`src/rtl/mag_sched.sv`:
```
// mag_sched: two-requester magnitude engine computing floor(sqrt(x*x + y*y)).
// Requesters A and B share one squarer and one bit-serial restoring square
// root; a single result is in flight at a time and is held in OUT until the
// consumer accepts it.
`timescale 1ns/1ps
module mag_sched #(
  parameter int unsigned RR_EN = 1
) (
  input  logic       clk,
  input  logic       rst_n,
  input  logic       a_valid,
  input  logic [7:0] a_x,
  input  logic [7:0] a_y,
  output logic       a_ready,
  input  logic       b_valid,
  input  logic [7:0] b_x,
  input  logic [7:0] b_y,
  output logic       b_ready,
  output logic       r_valid,
  input  logic       r_ready,
  output logic [8:0] r_mag,
  output logic       r_id,
  output logic       busy
);

  typedef enum logic [1:0] {IDLE, SQR, ROOT, OUT} state_t;

  state_t      state, state_nx;

  logic        last_b;   // 1 = B was served most recently
  logic [7:0]  x_r, y_r;
  logic        id_r;
  logic [17:0] sum_sh;   // sum padded to 9 bit-pairs, consumed MSB pair first
  logic [9:0]  rem_r;
  logic [7:0]  q_r;
  logic [3:0]  cnt;

  logic        a_take, b_take;
  logic [16:0] sq_sum;
  logic [11:0] rem_sh, trial;
  logic        ge;
  logic [9:0]  rem_nx;

  // State register
  always_ff @(posedge clk or negedge rst_n) begin
    if (!rst_n) state <= IDLE;
    else        state <= state_nx;
  end

  // Next-state logic
  always_comb begin
    state_nx = state;
    case (state)
      IDLE: if (a_take || b_take) state_nx = SQR;
      SQR:  state_nx = ROOT;
      ROOT: if (cnt == 4'd8) state_nx = OUT;
      OUT:  if (r_ready) state_nx = IDLE;
      default: state_nx = IDLE;
    endcase
  end

  // Outputs: grants only in IDLE, tie resolved by round-robin or fixed A
  always_comb begin
    a_ready = 1'b0;
    b_ready = 1'b0;
    if (state == IDLE) begin
      if (a_valid && b_valid) begin
        if (RR_EN != 0 && !last_b) b_ready = 1'b1;
        else                       a_ready = 1'b1;
      end else begin
        a_ready = a_valid;
        b_ready = b_valid;
      end
    end
    busy    = (state != IDLE);
    r_valid = (state == OUT);
  end

  // Handshake qualifiers and one restoring-root step
  always_comb begin
    a_take = a_valid && a_ready;
    b_take = b_valid && b_ready;
    sq_sum = 17'(x_r) * 17'(x_r) + 17'(y_r) * 17'(y_r);
    rem_sh = {rem_r, sum_sh[17:16]};
    trial  = {2'b00, q_r, 2'b01};
    ge     = (rem_sh >= trial);
    // Remainder never exceeds 2*root (<= 720), so 10 bits hold it exactly.
    if (ge) rem_nx = 10'(rem_sh - trial);
    else    rem_nx = rem_sh[9:0];
  end

  // Datapath: operand capture, squaring, root iteration, result register
  always_ff @(posedge clk or negedge rst_n) begin
    if (!rst_n) begin
      last_b <= 1'b1;
      x_r    <= '0;
      y_r    <= '0;
      id_r   <= 1'b0;
      sum_sh <= '0;
      rem_r  <= '0;
      q_r    <= '0;
      cnt    <= '0;
      r_mag  <= '0;
      r_id   <= 1'b0;
    end else begin
      case (state)
        IDLE: begin
          if (a_take || b_take) begin
            x_r    <= b_take ? b_x : a_x;
            y_r    <= b_take ? b_y : a_y;
            id_r   <= b_take;
            last_b <= b_take;
          end
        end
        SQR: begin
          sum_sh <= {1'b0, sq_sum};
          rem_r  <= '0;
          q_r    <= '0;
          cnt    <= '0;
        end
        ROOT: begin
          sum_sh <= {sum_sh[15:0], 2'b00};
          rem_r  <= rem_nx;
          // Root fits 8 bits until the final step, which lands in r_mag.
          q_r    <= {q_r[6:0], ge};
          cnt    <= cnt + 4'd1;
          if (cnt == 4'd8) begin
            r_mag <= {q_r, ge};
            r_id  <= id_r;
          end
        end
        default: ;
      endcase
    end
  end

endmodule

```
`config.mk`:
```
export PLATFORM = sky130hd
export DESIGN_NAME = mag_sched
export DESIGN_NICKNAME = d
export VERILOG_FILES = /design/src/rtl/mag_sched.sv
export SDC_FILE = /design/constraint.sdc
export NUM_CORES = 1
export LEC_CHECK = 0
export CORE_ASPECT_RATIO = 0.5
export CORE_UTILIZATION = 56
export DETAILED_ROUTE_END_ITERATION = 8
export HOLD_SLACK_MARGIN = 0.15
export PLACE_DENSITY = 0.77
export SLEW_MARGIN = 25
export SYNTH_ARGS = -nofsm -noshare
export SYNTH_HDL_FRONTEND = slang
export SYNTH_SLANG_ARGS = --single-unit
```
`constraint.sdc`:
```
create_clock -name clk -period 7.5 [get_ports clk]
set_clock_uncertainty 0.1 [all_clocks]
set_input_delay 1.5 -clock clk [delete_from_list [all_inputs] [get_ports clk]]
set_output_delay 1.5 -clock clk [all_outputs]
set_load 0.02 [all_outputs]
```
# Word-level counts from Yosys, hierarchy flattened
# Index checks and enable logic that the tools add are counted.
# totals
register_bits	70
in_bits	37
wordCells	51
# op_classes
n_addsub	3
mul	2
n_lt_le_gt_ge	1
n_eq_ne	7
n_mux	17
reduce_logical	10
# op_table
operator	n
one-hot mux 18 bit (2 select lines)	1
multiplier 8 x 8 -> 16 bit	2
one-hot mux 10 bit (2 select lines)	1
adder 16 x 16 -> 17 bit	1
two-way mux 8 bit	2
one-hot mux 8 bit (2 select lines)	1
greater-or-equal comparator 12 x 10 -> 1 bit	1
two-way mux 10 bit	1
subtractor 10 bit	1
one-hot mux 2 bit (4 select lines)	1
one-hot mux 4 bit (2 select lines)	1
two-way mux 1 bit	6
two-way mux 2 bit	3
adder 4 x 1 -> 4 bit (second input constant)	1
== test 2 bit (second input constant)	2
== test 4 bit (second input constant)	1
!= test 2 x 1 -> 1 bit (second input constant)	2
AND reduction 2 bit	2
nonzero test 2 bit	2
logical AND 1 bit	3
AND reduction 3 bit	1
== test 2 x 1 -> 1 bit (second input constant)	1
zero test 2 bit	1
!= test 2 bit (second input constant)	1
logical OR 1 bit	1

# Logic depth before layout (Yosys ltp)
# Gate-level depths: netlist of the first run.
# depth
ltp_word	7
depth_mapped	21
depth_no_buf	20

# Least setup slack after synthesis of the first run
# Ideal clock, no wire load.
# synth_path
path_kind	reg-to-reg
start	reg y_r[2]
end	reg sum_sh[16]
arrival_ns	5.492
required_time_ns	7.266
setup_slack_ns	1.773
stages_incl_launch_ff	18
path_buffers	1
path_cell_list	dfrtp_1 > clkbuf_1 > nand2_1 > fa_1 > inv_1 > fa_1 > fa_1 > fa_1 > fa_1 > inv_1 > fa_1 > inv_1 > ha_1 > and3_4 > a221o_1 > or3b_1 > o221ai_1 > o211ai_1
# synth_between
elab_chain_cells	3
# synth_lines
item	line_no	rtl
start: declaration	31	logic [7:0] x_r, y_r;
start signal: assignment	110	y_r <= b_take ? b_y : a_y;
multiplier 8 x 8 -> 16 bit	83	sq_sum = 17'(x_r) * 17'(x_r) + 17'(y_r) * 17'(y_r);
adder 16 x 16 -> 17 bit	83	
one-hot mux 18 bit (2 select lines)	106	case (state)
end signal: assignment	116	sum_sh <= {1'b0, sq_sum};
end signal: assignment	122	sum_sh <= {sum_sh[15:0], 2'b00};
end: declaration	33	logic [17:0] sum_sh;
# No other way between the ends.
# A chain may end at the register's enable or synchronous reset.

# Worst setup path after layout of the first run
# layout_path
start	reg y_r[5]
end	reg sum_sh[16]
# The elaborated chain is that of the path after synthesis.

==> results by group, run 1 <==
Outcome
  • Status: complete, no violations

GRT
  • GRT Util Overall: 25.3%
  • Global-route wire length before repair: 25600 um
  • Pin count of the biggest net entering global routing: 79
  • Vias in the first global route: around 5.3k
  • Initial antenna violation count: 0
  • Total gr overflow: 0

Clock network
  • Buffers inserted by post-CTS timing repair: 0
  • Reg clk slew, reported paths: 0.06 ns
  • Max Root-Sink Buffers: 2
  • Number of hold buffers added after CTS: 0
  • CTS tree: yes
  • H-Tree Level Count: 3
  • Clock sinks: 70
  • Num CTS Buffers: 9
  • Clock latency on the worst-skew pair: approximately 0.34 ns
  • Post-CTS sizing: 0
  • Clk root buf: clkbuf_16

Floorplan
  • # IOs: 51
  • Initial core utilization: 58.7%
  • Die X: about 160 um
  • Total die area: 13200 um^2
  • Total core area: 12100 um^2
  • Row cnt: 28
  • DIE HEIGHT: 81.6 um

Setup path
  • FF-to-FF setup slack: between 1.5 and 2 ns
  • Slowest CP cell: fa_1
  • Crit-path cells: inv_1 > nor2_1 > fa_1 > fa_1 > fa_1 > fa_1 > fa_1 > inv_1 > fa_1 > inv_1 > ha_1 > and3_4 > a221o_1 > or3b_1 > o221ai_1 > o211ai_1
  • Critical path required time: 7.61 ns
  • Most frequent CP cell: fa_1
  • R2R Path Start: y_r[5]$_DFFE_PN0P_
  • Reg2reg path depth: 16
  • Reg2reg end: sum_sh[16]$_DFFE_PN0P_
  • Setup CP Type: reg -> reg
  • CP Launch Type: register
  • Endpoint type of the worst setup path: register
  • Crit-path max FO: 9
  • Worst path max stage delay: 0.55 ns
  • Data arrival, critical path: 6.00 ns

STA
  • Fin. max-slew vios: 0
  • Max Clk Rate: 170 MHz
  • Fin Setup TNS: 0 ns
  • Final hold vios: 0
  • RSZ-0062 raised after global routing: no
  • Fin crit share: approximately four fifths
  • Min cycle time layout: 5.89 ns
  • Setup violators final: 0
  • Hold slack final: 0.377 ns
  • Slew HR: around 54%
  • Tightest Pin Transition: between 0.6 and 0.7 ns

Synthesis
  • Register bit total from synthesis: 70
  • Top-count cell post-synth: inv_1
  • Most frequent cells after synthesis: inv_1, fa_1, ha_1, dfrtp_1, nand2_1
  • Number of flops mapped to enable cells by yosys: 0
  • Top area cells in the synthesized netlist: dfrtp_1, fa_1, ha_1
  • Sequential area share after synthesis: 24.7%
  • Async SR Flop Fraction: 100%
  • Synthesized area per cell: 9.35 um^2
  • Unique masters post-synth: 59
  • Synth top area share: 24.3%
  • Most used DFF post-synth: dfrtp_1
  • Mapped Area: 7100 um^2
  • Mapped Nets: 944
  • Ys Warns: 0
  • Cells after synthesis: 759
  • Dominant cell type by area after synthesis: dfrtp_1

Drt
  • Via density: between 5 and 6
  • Met2 routed WL: 7020 um
  • Vias: 5231
  • First-pass iteration count of the detailed router: 7
  • DRT Wirelength: 15200 um
  • Wl on met1: 7230 um
  • Initial DRC count: 379
  • Top Metal Used: met4
  • Avg WL per Cell: between 15 and 20 um
  • DRT antenna net count: 0
  • DRC viols: 0
  • Met3 wire len: 691 um

Min path
  • Hold Path End: id_r$_DFFE_PN0P_
  • HP Class: reg -> reg
  • Hold path startpoint: id_r$_DFFE_PN0P_
  • WHS Path Cells: 1

Flow run
  • Max-cap viol count: 0

Placed design
  • Post-DP HPWL: 11900 um
  • Buffers on Ports: 50
  • Final GP Congestion: 0.884

Layout
  • Area Overhead vs Synth: 13.2%
  • Layout cells sized above 1: under 10%
  • Final nets: between 900 and 1k
  • Diodes inserted: 0
flip-flops by register name, summed over array words and instances, names as in the netlist:
name	cells
sum_sh	18
rem_r	10
r_mag	9
q_r	8
x_r	8
y_r	8
cnt	4
state	2
id_r	1
last_b	1
r_id	1
final cells by class:
type,count,area [um^2]
timing repair buffer,55,548
sequential,70,1750
clock buffer,10,239
multi-input combinational,525,4730
tap,165,206
inverter,133,499
fill,1012,4050
clock inverter,5,60.1
routing by layer:
metal,vias to the layer above,GRT usage [%]
li1,2544,-
met1,2569,33.1
met2,98,42.9
met3,20,5.20
met4,0,7.74
met5,-,0
cells in the final DEF, fill, tap and decap left out, types with 4 or more instances in the layout:
| master | instances |
|---|---|
| and2_1 | 36 |
| nand3_1 | 22 |
| o21a_1 | 5 |
| xor2_1 | 6 |
| inv_1 | 133 |
| a211o_1 | 5 |
| clkdlybuf4s50_1 | 49 |
| clkbuf_16 | 9 |
| mux2i_1 | 27 |
| o22ai_1 | 8 |
| fa_1 | 76 |
| o21ai_0 | 54 |
| a31oi_1 | 5 |
| a21oi_1 | 18 |
| and3_1 | 4 |
| dfrtp_1 | 69 |
| nor2b_1 | 10 |
| nor2_1 | 30 |
| buf_4 | 5 |
| xnor2_1 | 11 |
| ha_1 | 71 |
| nand2_1 | 66 |
| a21o_1 | 13 |
worst max-delay path by stage:
stage                              to  cells past startpoint          startpoint
2_1_floorplan  sum_sh[16]$_DFFE_PN0P_                     17  y_r[2]$_DFFE_PN0P_
3_3_place_gp   sum_sh[16]$_DFFE_PN0P_                     16  y_r[2]$_DFFE_PN0P_
3_5_place_dp   sum_sh[16]$_DFFE_PN0P_                     16  y_r[2]$_DFFE_PN0P_
4_1_cts        sum_sh[16]$_DFFE_PN0P_                     16  y_r[2]$_DFFE_PN0P_
5_1_grt        sum_sh[16]$_DFFE_PN0P_                     17  y_r[2]$_DFFE_PN0P_
6_report       sum_sh[16]$_DFFE_PN0P_                     16  y_r[5]$_DFFE_PN0P_
logic make-up (layout without fill, tap and decap cells):
family / Yosys count / after routing / share of synthesized area, %
muxes: 31 / 31 / 4.44
AOI/OAI and AO/OA: 141 / 141 / 12.8
xor gates and xnor gates: 17 / 17 / 2.10
DFF: 70 / 70 / 24.7
and+or+nand+nor: 188 / 188 / 13.0
adders and majority gates: 148 / 148 / 34.1
buffers and inverters: 164 / 203 / 8.82
critical path: cells and delay by family (launching register included):
kind            cells  cell delay (ns)
fa+ha+maj           7             3.42
simple gates        3             0.85
compound gates      3             0.70
flops               1             0.47
buf+inv             3             0.24
stage by stage:
stage | setup slack (ns) | std cells | instance area [um^2] | util, %
6_report | 1.61 | 963 | 8030 | 66.5
2_1_floorplan | 1.77 | 759 | 7100 | -
3_3_place_gp | 1.72 | 947 | 7710 | 63.8
4_1_cts | 1.60 | 962 | 8010 | 66.3
3_5_place_dp | 1.60 | 947 | 7710 | 63.8
5_1_grt | 1.35 | 963 | 8030 | 66.5
Power of run 1 is not shown: default switching activity piles up to over one toggle a cycle in this logic, so the estimate is an artifact.
==> run 2: changes to the inputs <==
- CORE_UTILIZATION: 56 -> 55
- PLACE_DENSITY: 0.77 -> 0.78
- clock period: 7.5 -> 5.4 ns (I/O delays scaled with it)
==> run 2 against run 1 <==
Compared with the run above:
- the run now ends with negative setup slack left
- wire length grew 12%
- sequential share of layout area is 1.7 points lower
- critical path depth increased by 1
- setup slack worse by 1.7 ns
- critical endpoint unchanged
==> results by group, run 2 (same netlist as run 1, synthesis figures left out) <==
Outcome
  • Status: finished with violations
  • Failing checks: negative setup slack

GRT
  • Pin count of the biggest net entering global routing: 79
  • M1 GR Usage: 34.8%
  • GRT Util Overall: 26.6%
  • GR Util met3: roughly 5%
  • Global routing's busiest layer: met2
  • Vias in the first global route: 5583
  • Met2 Resource Use GR: 46.7%
  • Initial antenna violation count: 0
  • Global-route wire length before repair: 27100 um
  • Total gr overflow: 0

Setup path
  • Buf/Inv on CP: 4
  • Worst path max stage delay: around 0.57 ns
  • Endpoint type of the worst setup path: register
  • Crit-path cells: and2_4 > fa_1 > inv_2 > fa_2 > inv_2 > fa_1 > fa_2 > fa_1 > inv_2 > fa_2 > inv_1 > ha_1 > a221o_1 > or3b_1 > o221ai_2 > nand2_1 > o211ai_1
  • Family with the most delay on the worst path: adder cells
  • Slowest CP cell: fa_1
  • CP Launch Type: register
  • Critical path required time: 5.56 ns
  • Crit-path max FO: 4
  • Setup CP Type: reg -> reg
  • Data arrival, critical path: 5.65 ns

Placed design
  • Final GP Congestion: around 0.86
  • Buffers on Ports: 50
  • Post-DP HPWL: 12800 um
  • Cell Area, Placed: 8130 um^2

Layout
  • Fillers: 890
  • Area Overhead vs Synth: 23.0%
  • Number of flip-flops under the largest register name: 18
  • Area occupied by multi-input gates: about 5000 um^2
  • Most common cell after layout, fill and taps aside: inv_1
  • Regs by FF count: sum_sh (18), rem_r (10), r_mag (9)
  • Layout cells sized above 1: between 10% and 20%
  • Most flop-heavy register: sum_sh
  • Post-Layout Inst Area: approximately 8700 um^2
  • Final nets: 1043
  • Seq. cell area: roughly 1800 um^2
  • Most frequent cells in the layout: inv_1, ha_1, dfrtp_1, buf_4, fa_1
  • Diodes inserted: 0

Floorplan
  • Initial core utilization: roughly 58%
  • Total die area: 13400 um^2
  • Row cnt: 28
  • # IOs: 51
  • DIE HEIGHT: between 80 and 90 um
  • Die X: 163 um
  • Total core area: 12200 um^2

Drt
  • Initial DRC count: 310
  • DRT antenna net count: 0
  • Avg WL per Cell: about 16 um
  • Vias: approximately 5.6k
  • DRT Wirelength: about 17000 um
  • DRC viols: 0
  • First-pass iteration count of the detailed router: 7
  • Via density: 5.43

Min path
  • HP Class: reg -> reg

Clock network
  • Max Root-Sink Buffers: 2
  • H-Tree Level Count: 3
  • Num CTS Buffers: 9
  • Clock latency on the worst-skew pair: 0.34 ns
  • CTS tree: yes
  • Clk root buf: clkbuf_16
  • Reg clk slew, reported paths: 0.06 ns
  • Clock sinks: 70

STA
  • Setup violators final: 3
  • Slew HR: between 50% and 60%
  • Max Clk Rate: 182 MHz
  • RSZ-0062 raised after global routing: yes
  • Fin crit share: 102%
  • Worst Setup Slack, final: -0.0882 ns
  • Fin Setup TNS: -0.192 ns
  • Hold slack final: 0.382 ns
  • Min cycle time layout: 5.49 ns
  • Tightest Pin Transition: between 0.6 and 0.7 ns
  • Fin. max-slew vios: 0
  • Final hold vios: 0

Flow run
  • Max-cap viol count: 0
==> run 2: cell count changes in the layout (fill, tap and decap cells not counted), moves of 6 or more <==
cell / delta
inv_2: +9
fa_1: -15
buf_4: +61
and2_1: -7
inv_1: -9
fa_2: +15
nand2_1: -6
and2_4: +6
==> run 2: path summary, 6_finish.rpt <==
path,start,to,slack [ns],cells past startpoint
min reg2reg,id_r$_DFFE_PN0P_,id_r$_DFFE_PN0P_,0.38,1
max in group asynchronous,rst_n,last_b$_DFFE_PN1P_,3.72,2
min,id_r$_DFFE_PN0P_,id_r$_DFFE_PN0P_,0.38,1
max,x_r[6]$_DFFE_PN0P_,sum_sh[16]$_DFFE_PN0P_,-0.09,17
min in group asynchronous,rst_n,rem_r[7]$_DFFE_PN0P_,0.63,1
max reg2reg,x_r[6]$_DFFE_PN0P_,sum_sh[16]$_DFFE_PN0P_,-0.09,17
==> run 2: per-layer routing <==
metal | wire, um | up-vias
met5 | 0 | -
met4 | 348 | 0
met3 | 938 | 36
met2 | 8280 | 150
met1 | 7330 | 2726
li1 | - | 2666
==> run 2: timing repair <==
| action | CTS | global route |
|---|---|---|
| resized for setup | 23 | 30 |
| hold buffers | 0 | 0 |
| pin swaps | 33 | 33 |
| setup buffers | 11 | 5 |
| setup endpoints to repair | 8 | 10 |
==> run 2: layout make-up <==
cell class / instances / area share [%]
clock buffer: 9 / 2.58
clock inverter: 7 / 0.831
inverter: 133 / 5.72
multi-input combinational: 525 / 56.6
sequential: 70 / 20.1
tap: 165 / 2.36
timing repair buffer: 119 / 11.8
==> run 2: metrics by stage <==
stage,utilization [%],std cells,worst slack [ns]
after floorplan,-,759,-0.00863
after global placement,66.7,997,-0.153
after detailed placement,66.7,997,-0.248
after CTS,70.4,1024,-0.0922
after global routing,71.6,1028,-0.229
final,71.6,1028,-0.0882
Power of run 2 is left out for the same reason.
